--- src/rtl/fir_pkg.sv ---
// Shared arithmetic helpers for the fixed-point filter family (FIR now, IIR later).
// Every width and bound is derived from the sample width W and the tap count N.
package fir_pkg;

    // Accumulator width: full product width plus headroom for summing N products
    function automatic int acc_width(input int w, input int n);
        return 2 * w + $clog2(n);
    endfunction

    // Shift that brings a Q2.(2W-2) product sum back to Q1.(W-1)
    function automatic int q_shift(input int w);
        return w - 1;
    endfunction

    function automatic longint sat_max(input int w);
        return (longint'(1) <<< (w - 1)) - 1;
    endfunction

    function automatic longint sat_min(input int w);
        return -(longint'(1) <<< (w - 1));
    endfunction

endpackage

--- src/rtl/fir_sat.sv ---
// Combinational truncate-and-saturate from accumulator width down to W bits.
// The shift is arithmetic, so results are floored (truncated toward minus infinity).
module fir_sat
    import fir_pkg::*;
#(
    parameter int W     = 16,
    parameter int ACC_W = 34
) (
    input  logic signed [ACC_W-1:0] acc,
    output logic signed [W-1:0]     sat_out
);

    localparam int QS = q_shift(W);
    localparam logic signed [ACC_W-1:0] SAT_HI = ACC_W'(sat_max(W));
    localparam logic signed [ACC_W-1:0] SAT_LO = ACC_W'(sat_min(W));

    logic signed [ACC_W-1:0] shifted;

    always_comb begin
        shifted = acc >>> QS;
        if (shifted > SAT_HI) begin
            sat_out = SAT_HI[W-1:0];
        end else if (shifted < SAT_LO) begin
            sat_out = SAT_LO[W-1:0];
        end else begin
            sat_out = shifted[W-1:0];
        end
    end

endmodule

--- src/rtl/fir_param.sv ---
// N-tap direct-form FIR with a runtime-writable coefficient bank.
// Two-stage pipeline: products at the first edge after capture, saturated sum at the second.
module fir_param
    import fir_pkg::*;
#(
    parameter  int N  = 4,
    parameter  int W  = 16,
    localparam int AW = $clog2(N)
) (
    input  logic                CLK,
    input  logic                RST_n,
    input  logic signed [W-1:0] DIN,
    input  logic                VIN,
    input  logic                COEF_WE,
    input  logic [AW-1:0]       COEF_ADDR,
    input  logic signed [W-1:0] COEF_DATA,
    output logic signed [W-1:0] DOUT,
    output logic                VOUT
);

    localparam int ACC_W = acc_width(W, N);

    logic signed [W-1:0]     x    [N];
    logic signed [W-1:0]     coef [N];
    logic signed [2*W-1:0]   prod [N];
    logic                    x_valid;
    logic                    prod_valid;
    logic signed [ACC_W-1:0] acc;
    logic signed [W-1:0]     sat_out;

    // Delay line only advances on accepted samples, so idle cycles never inject zeros
    always_ff @(posedge CLK or negedge RST_n) begin
        if (!RST_n) begin
            for (int k = 0; k < N; k++) begin
                x[k] <= '0;
            end
        end else if (VIN) begin
            x[0] <= DIN;
            for (int k = 1; k < N; k++) begin
                x[k] <= x[k-1];
            end
        end
    end

    always_ff @(posedge CLK or negedge RST_n) begin
        if (!RST_n) begin
            for (int k = 0; k < N; k++) begin
                coef[k] <= '0;
            end
        end else if (COEF_WE && (int'(COEF_ADDR) < N)) begin
            coef[COEF_ADDR] <= COEF_DATA;
        end
    end

    // Products are recomputed every edge; a same-edge coefficient write is seen by the next sample
    always_ff @(posedge CLK or negedge RST_n) begin
        if (!RST_n) begin
            for (int k = 0; k < N; k++) begin
                prod[k] <= '0;
            end
            x_valid    <= 1'b0;
            prod_valid <= 1'b0;
        end else begin
            for (int k = 0; k < N; k++) begin
                prod[k] <= coef[k] * x[k];
            end
            x_valid    <= VIN;
            prod_valid <= x_valid;
        end
    end

    always_comb begin
        acc = '0;
        for (int k = 0; k < N; k++) begin
            acc = acc + ACC_W'(prod[k]);
        end
    end

    fir_sat #(
        .W     (W),
        .ACC_W (ACC_W)
    ) u_sat (
        .acc     (acc),
        .sat_out (sat_out)
    );

    // DOUT only moves on a valid result, so it holds between output pulses
    always_ff @(posedge CLK or negedge RST_n) begin
        if (!RST_n) begin
            DOUT <= '0;
            VOUT <= 1'b0;
        end else begin
            VOUT <= prod_valid;
            if (prod_valid) begin
                DOUT <= sat_out;
            end
        end
    end

endmodule
--- config.mk ---
export PLATFORM = sky130hd
export DESIGN_NAME = fir_param
export DESIGN_NICKNAME = d
export VERILOG_FILES = /design/src/rtl/fir_pkg.sv /design/src/rtl/fir_sat.sv /design/src/rtl/fir_param.sv
export SDC_FILE = /design/constraint.sdc
export NUM_CORES = 2
export LEC_CHECK = 0
export CORE_ASPECT_RATIO = 0.5
export CORE_UTILIZATION = 60
export CTS_BUF_LIST = sky130_fd_sc_hd__clkbuf_2
export DETAILED_ROUTE_END_ITERATION = 10
export PLACE_DENSITY_LB_ADDON = 0.05
export SLEW_MARGIN = 40
export SYNTH_ARGS = -nofsm -noshare
export SYNTH_HDL_FRONTEND = slang
export SYNTH_HIERARCHICAL = 1
export SYNTH_SLANG_ARGS = --single-unit
--- constraint.sdc ---
create_clock -name CLK -period 14.35 [get_ports CLK]
set_input_delay 3.5875 -clock CLK [delete_from_list [all_inputs] [get_ports CLK]]
set_output_delay 3.5875 -clock CLK [all_outputs]
set_load 0.02 [all_outputs]
; ---- Word-level counts from Yosys, hierarchy flattened
; Cells that the tools add are included.
[op_classes]
n_bitwise = 1
mul = 4
n_lt_le_gt_ge = 4
n_reduce_logical = 1
n_mux = 5
addsub = 3
[op_table]
columns = op, n
row1 = 16-bit by 16-bit multiplier with 32-bit output, 4
row2 = 64-bit bitwise mux, 1
row3 = 16-bit two-way mux, 3
row4 = 33-bit by 32-bit adder with 34-bit output, 1
row5 = 34-bit by 32-bit adder with 34-bit output, 1
row6 = 32-bit by 32-bit adder with 33-bit output, 1
row7 = 16-bit demux with 2-bit select, 1
row8 = 19-bit by 16-bit greater-than comparator with 1-bit output (second input constant), 1
row9 = 19-bit by 16-bit less-than comparator with 1-bit output (second input constant), 1
row10 = 3-bit >= comparator (second input constant), 1
row11 = 3-bit by 1-bit less-than comparator with 1-bit output (second input constant), 1
row12 = 2-bit NOT with 3-bit output, 1
row13 = 1-bit logical AND, 1
[totals]
regBits = 275
output_inout_bits = 17

; ---- Depth between registers and ports, before layout
[depth]
depth_word = 6
mapped_depth = 25
mapped_depth_nobuf = 22

; ---- Cells and area by module
; The synthesis kept the hierarchy.
[by_module_without_submodules]
columns = module, area_per_inst_um2, cells_each, instances, seq_area_each_um2
row1 = fir_param, 50637.3, 5031, 1, 6881.6
row2 = fir_sat, 374.1, 56, 1, 0.0

; ---- Least setup slack after synthesis
; Ideal clock, no wire load.
[synth_timing]
path_kind = reg-to-reg
from = register coef[47] (netlist name)
to = register prod[95] (netlist name)
period_less_slack_ns = 6.195
path_stages_with_launch = 21
setup_ns = 0.111
arrival_ns = 6.084
setup_slack_ns = 8.155
required_time_ns = 14.239
path_cell_list = dfrtp_1 -> clkbuf_1 -> nand2_1 -> inv_1 -> fa_1 -> fa_1 -> fa_1 -> fa_1 -> fa_1 -> inv_1 -> fa_1 -> inv_1 -> ha_1 -> clkbuf_1 -> inv_1 -> o21ai_0 -> a21oi_1 -> a211oi_1 -> o41ai_4 -> mux2i_1 -> a2111oi_2
[synth_via]
elab_chain_cells = 1
[synth_lines]
columns = item, line_no
row1 = from (decl), fir_param.sv:24  ; logic signed [W-1:0] coef [N];
row2 = "from (signal, indexed assignment)", fir_param.sv:48  ; coef[k] <= '0;
row3 = "from (signal, indexed assignment)", fir_param.sv:51  ; coef[COEF_ADDR] <= COEF_DATA;
row4 = 16-bit by 16-bit multiplier with 32-bit output, fir_param.sv:65  ; prod[k] <= coef[k] * x[k];
row5 = "to (signal, indexed assignment)", fir_param.sv:65
row6 = to (decl), fir_param.sv:25  ; logic signed [2*W-1:0] prod [N];
; Every way passes these cells.
; A chain may end at the register's enable or synchronous reset.

; ---- Worst setup path after layout
[layout_timing]
from = register x[33] (netlist name)
to = register prod[95] (netlist name)
[layout_via]
elab_chain_cells = 1
[layout_lines]
columns = item, line_no
row1 = from (decl), fir_param.sv:23  ; logic signed [W-1:0] x [N];
row2 = "from (signal, indexed assignment)", fir_param.sv:40  ; x[k] <= x[k-1];
row3 = 16-bit by 16-bit multiplier with 32-bit output, fir_param.sv:65
; Every way passes these cells.

==> results.py <==
metrics = {
    "status": {
        "outcome": "complete, no violations",
    },
    "worst_setup_path": {
        "crit_required_ps": 15390,
        "arrival_ps": 8130,
        "end_kind": "flip-flop",
        "crit_type": "reg2reg",
        "start_kind": "flip-flop",
        "critPathMaxFanout": 18,
    },
    "final_layout": {
        "synthToLayoutAreaGrowth_pct": 4.05,
        "layout_commonest_cell": "inv_1",
        "layout_common_cells": "inv_1, fa_1, nand2_1",
        "drive_above_1_share_pct": 6.03,
        "nFillCells": 7025,
        "num-nets-final": 6538,
    },
    "sta": {
        "tightestPinTransition_ps": 890,
        "fmaxAchievable_mhz": 141,
        "slew_headroom_pct": 40.7,
        "tns_ps": 0,
        "rsz0062_at_grt": "no",
        "hold_viol": 0,
        "period_share_pct": 49.4,
        "fin_skew_ps": 117,
        "finalSetupViolations": 0,
        "period_minus_slack_ps": 7090,
        "drv_slew": 0,
    },
    "logic_synthesis": {
        "postSynthCellCount": 5052,
        "syn_avg_cell_area_um2": 10.1,
        "syn_nets": 6564,
        "yosysWarnings": 6,
        "mappedNetlistArea_mm2": 0.0508,
    },
    "clock_tree": {
        "cts_sinks": 275,
        "clk_path_buf_depth": 3,
        "worstSkewPairLatency_ps": 1240,
        "cts.clk_slew.worst_paths_ps": 130,
        "post_cts_resized": 0,
        "cts_tree": "done",
        "cts_setup_buffers": 0,
        "numCtsBuffers": 72,
        "ctsRootBufferMaster": "clkbuf_2",
        "htree_levels": 3,
        "hold_buffers": 0,
    },
    "worst_hold_path": {
        "min_path_type": "reg2reg",
    },
    "detailed_routing": {
        "ant_nets": 0,
        "dr.pass1.iters": 5,
        "routed_via_density": 5.56,
        "post_drt_wl_per_cell_um": 20.5,
        "num_vias": 34440,
        "first_iter_violations": 2163,
        "drt_wl_total_um": 127000,
        "drc": 0,
    },
    "place": {
        "numPortBuffers": 54,
        "detailed_place_hpwl_um": 103000,
        "routabilityCongestion": 0.921,
    },
    "floorplanning": {
        "initial_core_util_pct": 60.6,
        "die_y_um": 208,
        "num_rows": 75,
        "ioPinCount": 55,
        "chipWidth_um": 413,
        "dieArea_mm2": 0.0859,
        "coreArea_mm2": 0.0838,
    },
    "global_routing": {
        "grt_max_degree": 81,
        "grt-ovfl-total": 0,
        "grt_pass1_vias": 37828,
        "grtUsageTotal_pct": 31.7,
        "grt_first_pass_wirelength_um": 209000,
        "antenna_found_initial": 12,
    },
    "flow_run": {
        "cap_viol_max_count": 0,
    },
}
## metal layers
layer,wire length (um),share of wire [%],track usage (%),vias up
met5,0,0,0,-
met4,3310,2.6,8.17,0
met3,8010,6.3,5.44,204
met2,60100,47,50.1,968
met1,55400,44,45.9,18181
li1,-,-,-,15087
## worst max-delay path, cell delays in order, from the launching register on
cell and delay, ps:
dfrtp_1 950, nand2_1 220, inv_1 180, fa_1 560, fa_1 940, fa_1 540
fa_1 510, fa_1 490, inv_1 50, fa_1 470, inv_1 40, ha_1 410
a21oi_1 110, o21ai_0 220, a21oi_1 110, a211oi_1 550, o41ai_4 140, mux2i_1 150
a2111oi_2 350
## worst paths after layout
kind                                   end  slack (ps)  cells past startpoint  startpoint
worst max-delay path              prod[95]        7260                     18       x[33]
worst min-delay path            prod_valid         450                      0     x_valid
worst max register to register    prod[95]        7260                     18       x[33]
worst min register to register  prod_valid         450                      0     x_valid
max in group asynchronous          prod[1]       10150                      3       RST_n
min in group asynchronous            x[55]        2340                      1       RST_n
## flip-flops by register name, indices dropped and copies added, names as in the netlist
name,flops
prod,128
coef,64
x,64
DOUT,16
VOUT,1
prod_valid,1
x_valid,1
## layout make-up
cell class	instances	area, um2	area share (%)
inverter	1162	4360	8.25
sequential	275	6880	13.0
clock inverter	24	135	0.256
multi-input combinational	3446	38900	73.6
antenna	8	20.0	0.0379
tap	1116	1400	2.64
clock buffer	95	475	0.900
timing repair buffer	69	671	1.27
## stage by stage
stage / setup slack (ps) / utilization, % / area, um2 / cells / hold WS, ps
final: 7260 / 63.1 / 52900 / 6195 / 446
after global routing: 6880 / 63.1 / 52800 / 6194 / 447
after CTS: 7290 / 63.0 / 52800 / 6187 / 450
after detailed placement: 7350 / 62.3 / 52200 / 6068 / 356
after global placement: 7430 / 62.3 / 52200 / 6068 / 335
after floorplan: 8150 / - / 50800 / 5052 / 331
Power is left out: the tool's default activity adds up to more than one toggle a clock period on the data nets, which glitch-free logic cannot reach.
